$ cat src/rtl/sipo_frame_receiver_if.sv
// Serial link plus word-side handshake for the SIPO frame receiver.
// Handshake rule: a word moves from receiver to consumer on every rising
// clk edge where out_valid=1 and out_ready=1; out_valid never depends on
// out_ready in the same cycle, and parallel_out is stable while out_valid=1
// and out_ready=0.
interface sipo_frame_receiver_if #(
    parameter int WIDTH = 4
);
    logic             serial_in;
    logic             bit_en;
    logic [WIDTH-1:0] parallel_out;
    logic             out_valid;
    logic             out_ready;
    logic             frame_err;
    logic             overrun;

    // Upstream serializer plus downstream consumer side.
    modport master (
        output serial_in,
        output bit_en,
        output out_ready,
        input  parallel_out,
        input  out_valid,
        input  frame_err,
        input  overrun
    );

    // Receiver side.
    modport slave (
        input  serial_in,
        input  bit_en,
        input  out_ready,
        output parallel_out,
        output out_valid,
        output frame_err,
        output overrun
    );
endinterface

$ cat src/rtl/sipo_frame_receiver.sv
// Serial-to-parallel frame receiver: start bit (1), WIDTH data bits, stop
// bit (0), all sampled on bit_en. Good words go into a one-entry
// valid/ready buffer; bad stop bits and dropped words are reported as
// one-cycle pulses.
module sipo_frame_receiver #(
    parameter int WIDTH     = 4,
    parameter bit MSB_FIRST = 1'b1
) (
    input  logic                   clk,
    input  logic                   reset,
    sipo_frame_receiver_if.slave   link,
    output logic [1:0]             state_dbg
);

    localparam int CW = (WIDTH > 1) ? $clog2(WIDTH) : 1;

    typedef enum logic [1:0] {
        IDLE = 2'd0,
        DATA = 2'd1,
        STOP = 2'd2
    } state_t;

    state_t           state_q;
    state_t           state_d;
    logic [CW-1:0]    cnt_q;
    logic [CW-1:0]    cnt_d;
    logic [WIDTH-1:0] shreg_q;
    logic [WIDTH-1:0] shreg_d;
    logic [WIDTH-1:0] word_q;
    logic             valid_q;
    logic             frame_err_q;
    logic             overrun_q;

    logic             last_bit;
    logic             good_stop;
    logic             bad_stop;
    logic             drain;
    logic             load;

    assign last_bit  = (cnt_q == CW'(WIDTH - 1));
    assign good_stop = (state_q == STOP) && link.bit_en && !link.serial_in;
    assign bad_stop  = (state_q == STOP) && link.bit_en && link.serial_in;
    assign drain     = valid_q && link.out_ready;
    // A good word is accepted when the buffer is empty or drains this edge.
    assign load      = good_stop && (!valid_q || link.out_ready);

    // Next-state, counter and shift-register logic; nothing moves without bit_en.
    always_comb begin
        state_d = state_q;
        cnt_d   = cnt_q;
        shreg_d = shreg_q;
        if (link.bit_en) begin
            case (state_q)
                IDLE: begin
                    if (link.serial_in) begin
                        state_d = DATA;
                        cnt_d   = '0;
                    end
                end
                DATA: begin
                    if (MSB_FIRST) begin
                        shreg_d = {shreg_q[WIDTH-2:0], link.serial_in};
                    end else begin
                        shreg_d = {link.serial_in, shreg_q[WIDTH-1:1]};
                    end
                    if (last_bit) begin
                        state_d = STOP;
                        cnt_d   = '0;
                    end else begin
                        cnt_d = cnt_q + 1'b1;
                    end
                end
                STOP: begin
                    // A stop bit of 1 is never reused as a start bit.
                    state_d = IDLE;
                end
                default: begin
                    state_d = IDLE;
                    cnt_d   = '0;
                end
            endcase
        end
    end

    // Frame state, bit counter and shift register.
    always_ff @(posedge clk or negedge reset) begin
        if (!reset) begin
            state_q <= IDLE;
            cnt_q   <= '0;
            shreg_q <= '0;
        end else begin
            state_q <= state_d;
            cnt_q   <= cnt_d;
            shreg_q <= shreg_d;
        end
    end

    // One-entry output buffer and the error pulses.
    always_ff @(posedge clk or negedge reset) begin
        if (!reset) begin
            word_q      <= '0;
            valid_q     <= 1'b0;
            frame_err_q <= 1'b0;
            overrun_q   <= 1'b0;
        end else begin
            frame_err_q <= bad_stop;
            overrun_q   <= good_stop && !load;
            if (load) begin
                word_q  <= shreg_q;
                valid_q <= 1'b1;
            end else if (drain) begin
                valid_q <= 1'b0;
            end
        end
    end

    assign link.parallel_out = word_q;
    assign link.out_valid    = valid_q;
    assign link.frame_err    = frame_err_q;
    assign link.overrun      = overrun_q;
    assign state_dbg         = state_q;

endmodule

$ cat src/flat_wrapper.sv
// flat-port wrapper written by rule: the top's interface ports become plain ports
module sipo_frame_receiver_flat 
#(
    parameter int WIDTH     = 4,
    parameter bit MSB_FIRST = 1'b1
)
  (clk, reset, state_dbg, link_serial_in, link_bit_en, link_out_ready, link_parallel_out, link_out_valid, link_frame_err, link_overrun);
  sipo_frame_receiver_if #(.WIDTH(WIDTH)) link_i ();
  input  logic clk;
  input  logic reset;
  output logic [1:0] state_dbg;
  input wire logic [$bits(link_i.serial_in)-1:0] link_serial_in;
  input wire logic [$bits(link_i.bit_en)-1:0] link_bit_en;
  input wire logic [$bits(link_i.out_ready)-1:0] link_out_ready;
  output wire logic [$bits(link_i.parallel_out)-1:0] link_parallel_out;
  output wire logic [$bits(link_i.out_valid)-1:0] link_out_valid;
  output wire logic [$bits(link_i.frame_err)-1:0] link_frame_err;
  output wire logic [$bits(link_i.overrun)-1:0] link_overrun;
  assign link_i.serial_in = link_serial_in;
  assign link_i.bit_en = link_bit_en;
  assign link_i.out_ready = link_out_ready;
  assign link_parallel_out = link_i.parallel_out;
  assign link_out_valid = link_i.out_valid;
  assign link_frame_err = link_i.frame_err;
  assign link_overrun = link_i.overrun;
  sipo_frame_receiver #(.WIDTH(WIDTH), .MSB_FIRST(MSB_FIRST)) u_core (.clk(clk), .reset(reset), .link(link_i), .state_dbg(state_dbg));
endmodule
$ cat config.mk
export PLATFORM = sky130hd
export DESIGN_NAME = sipo_frame_receiver_flat
export DESIGN_NICKNAME = d
export VERILOG_FILES = /design/src/rtl/sipo_frame_receiver_if.sv /design/src/rtl/sipo_frame_receiver.sv /design/src/flat_wrapper.sv
export SDC_FILE = /design/constraint.sdc
export NUM_CORES = 1
export LEC_CHECK = 0
export ABC_CLOCK_PERIOD_IN_PS = 1500
export CAP_MARGIN = 20
export CORE_AREA = 5 5 42 44
export CTS_BUF_LIST = sky130_fd_sc_hd__clkbuf_8
export DETAILED_ROUTE_END_ITERATION = 10
export DIE_AREA = 0 0 47 49
export MAX_ROUTING_LAYER = met4
export PLACE_DENSITY = 0.75
export SLEW_MARGIN = 10
export SYNTH_ARGS = -nofsm -noshare
export SYNTH_HDL_FRONTEND = slang
export SYNTH_SLANG_ARGS = --single-unit
export TNS_END_PERCENT = 10
$ cat constraint.sdc
create_clock -name clk -period 1.5 [get_ports clk]
set_clock_uncertainty 0.15 [all_clocks]
set_input_delay 0.3 -clock clk [delete_from_list [all_inputs] [get_ports clk]]
set_output_delay 0.3 -clock clk [all_outputs]
set_load 0.03 [all_outputs]
==> run_results.csv <==
group,metric,value,unit
timing,hold_viol,0,
power,p_seq_frac,0.432,
cells_and_area,finalNetCount,73,
detailed_routing,antenna_left,0,
worst_setup_path,critPathRequiredTime,1.48,ns
global_route,track_usage,0.1331,
clock_tree,clk_pin_slew,0.06,ns
worst_setup_path,startpoint_type,"input pin",
worst_setup_path,cpPeakStageDelay,0.42,ns
die,core-area,1401,um^2
timing,fin_crit,1.454,ns
die,die_x,47,um
logic_synthesis,synth-edff-count,0,
power,netSwitchingFraction,0.3395,
global_route,grt_overflow,0,
global_route,grt_util_met1,0.1605,
clock_tree,cts_setup_buffers,0,
power,power,0.001582,W
detailed_routing,wl_per_cell,13.30,um
timing,maxSlewHeadroom,0.7962,
power,p_comb_frac,0.372,
timing,drv_slew,0,
cells_and_area,area_growth,37.15,%
detailed_routing,viasPerCell,4.988,
die,start_util,0.4446,
global_route,antenna_found_initial,0,
die,row_count,14,
logic_synthesis,ys.flop_type,"dfrtp_1",
global_route,met3_usage,0.03321,
timing,grt_setup_unrepaired,"no",
clock_tree,cts_tree,"done",
flow_run,maxCapViolCount,0,
worst_setup_path,path_cells,"clkdlybuf4s50_1 -> nand4bb_1 -> nand2b_4 -> mux2_4",
timing,tightest_slew,0.3069,ns
clock_tree,h-tree-depth,1,
worst_setup_path,worst_setup_path_end_kind,"register",
logic_synthesis,ys_ff_latch,15,
detailed_routing,remaining_drc_errors,0,
cells_and_area,drive_above_1_share,0.3485,
logic_synthesis,synth_area_leader_cell,"dfrtp_1",
hold_path,hold_class,"input pin to asynchronous set/reset pin",
cells_and_area,utilization,0.6098,
placement,dp_hpwl,847.2,um
logic_synthesis,synthDistinctLibCells,20,
power,p_sw,0.0005372,W
timing,timing.fmax,0.6880,GHz
logic_synthesis,netlist_instances,43,
logic_synthesis,ys_async_sr_fraction,1.000,
die,die_h,49,um
timing,fin_crit_sh,0.9690,
power,ir_worst_vdd,1.103,mV
power,pwr-share-clk,0.196,
worst_setup_path,worstSetupPathType,"input pin to register",
cells_and_area,finalInstanceArea,854.6,um^2
global_route,met2_usage,0.1787,
global_route,grt_pass1_vias,468,
logic_synthesis,ys_seq_area_frac,0.6024,
worst_setup_path,critPathArrivalTime,1.43,ns
logic_synthesis,synth_top_area_frac,0.6024,
logic_synthesis,yosys_warnings,0,
worst_setup_path,slowest_stage,"clkdlybuf4s50_1",
cells_and_area,fill_cells,116,
global_route,grt_max_degree,16,
cells_and_area,antenna_cells,0,
detailed_routing,vias,409,
power,intPower,0.001045,W
logic_synthesis,yosys-top-cells-area,"dfrtp_1, mux2_4, mux2_2, nand2b_4, ha_1",
placement,portBuffers,13,
logic_synthesis,ys_top_cells_by_count,"dfrtp_1, mux2_2, mux2_4, inv_1, nand2_1",
clock_tree,clk_latency,0.24,ns
die,die_area,2303,um^2
clock_tree,cts_root_buf,"clkbuf_8",
clock_tree,numCtsBuffers,3,
placement,placed_area,815.8,um^2
timing,finalSetupViolations,0,
logic_synthesis,synthesis.nets,49,
global_route,grt_pass1_wl,2042,um
placement,gp_congestion,0.6809,
clock_tree,clock_sinks,15,
detailed_routing,drtIter0Drc,0,
logic_synthesis,synth_area,623.1,um^2
run_status,status,"finished, final reports clean",
global_route,grt-busiest-layer,"met2",
detailed_routing,routed_wl,1091,um
timing,hold_slack,0.2134,ns
power,power_density,1852,nW/um^2
logic_synthesis,synth_most_common_cell,"dfrtp_1",
logic_synthesis,syn_avg_cell_area,14.49,um^2
clock_tree,clock_path_buffers,2,
die,boundaryPins,14,
power,total_leakage_power,0.4681,nW
worst_setup_path,cp_max_fo,4,
detailed_routing,firstDrtPassIters,1,
[path summary, 6_finish.rpt]
path / startpoint / to / slack [ns] / cells after the start
setup / recovery: link_serial_in / u_core.link.parallel_out[0] / 0.05 / 4
hold reg to reg: u_core.shreg_q[3] / u_core.link.parallel_out[3] / 0.36 / 1
setup reg to reg: u_core.state_dbg[0] / u_core.link.parallel_out[0] / 0.07 / 3
max in group asynchronous: reset / u_core.state_dbg[1] / 0.80 / 2
min in group clk: link_bit_en / u_core.state_dbg[0] / 0.30 / 3
hold / removal: reset / u_core.link.parallel_out[2] / 0.21 / 2
[registers in the layout, summed over array words and instances, names as in the netlist]
signal / count
u_core.link.out_valid: 1
u_core.state_dbg: 2
u_core.shreg_q: 4
u_core.link.frame_err: 1
u_core.link.parallel_out: 4
u_core.cnt_q: 2
u_core.link.overrun: 1
[cells in the final DEF, fill, tap and decap left out]
master,n
nand2b_4,1
nand4bb_1,1
nand3_1,1
dfrtp_2,2
nand3b_1,1
mux2_2,5
a22o_1,1
ha_1,1
dfrtp_1,13
inv_1,3
a21o_1,1
nor3_1,1
o22ai_1,1
nand2b_1,1
mux2i_1,1
clkbuf_8,3
mux2_4,4
o21ai_0,1
clkdlybuf4s50_1,3
nor2_1,1
dlygate4sd2_1,7
nor2b_1,1
dlymetal6s2s_1,1
nor3b_1,1
nand2_1,2
buf_4,8
[worst max-delay path: cells and delay by family]
kind | cells | cell delay, ns
multiplexers | 1 | 0.30
buffers and inverters | 1 | 0.42
AND/OR/NAND/NOR | 2 | 0.41
[power by group through the flow]
| stage | clock network (W) | logic [W] | registers [W] |
|---|---|---|---|
| finish | 0.000311 | 0.000589 | 0.000683 |
| detailed placement | 0 | 0.000637 | 0.000694 |
| floorplan | 0 | 0.000278 | 0.000806 |
| CTS | 0.000318 | 0.000601 | 0.000688 |
| global route | 0.000340 | 0.000641 | 0.000716 |
| global placement | 0 | 0.000615 | 0.000682 |
[stage by stage]
step,std cells,TNS (ns),worst slack (ns)
after detailed placement,78,-1.952,-0.2315
final,82,0,0.04648
after global placement,78,-1.676,-0.2037
after floorplan,43,0,0.02914
after global routing,82,0,0.0005667
after CTS,82,0,0.02718
[routing by layer]
layer	wire length [um]	up-vias
met5	0	-
met4	47	0
met3	71	4
met2	497	13
met1	474	196
li1	-	196
[timing repair]
item,4_1_cts,5_1_grt
endpoints found under the setup margin,7,4
pin swaps,0,1
resized for setup,7,1
endpoints found under the hold margin,0,0
hold buffers,0,0
[area by class of cell]
| type | instances | area, um^2 | area share |
|---|---|---|---|
| clock buffers | 3 | 41.29 | 0.04832 |
| clock inverters | 1 | 3.754 | 0.004392 |
| inverters | 2 | 7.507 | 0.008785 |
| multi-input cells | 26 | 240.2 | 0.2811 |
| flip-flops and latches | 15 | 377.9 | 0.4422 |
| well taps | 16 | 20.02 | 0.02343 |
| repair buffers | 19 | 163.9 | 0.1918 |
[cell families (layout without fill, tap and decap cells)]
group / Yosys count / after routing / synth area share
DFF: 15 / 15 / 0.6024
and+or+nand+nor: 11 / 11 / 0.1185
adders and majority gates: 1 / 1 / 0.02008
muxes: 10 / 10 / 0.2028
buffers and inverters: 2 / 25 / 0.01205
AOI/OAI and AO/OA: 4 / 4 / 0.04418
Power figures use the tool's default switching activity.
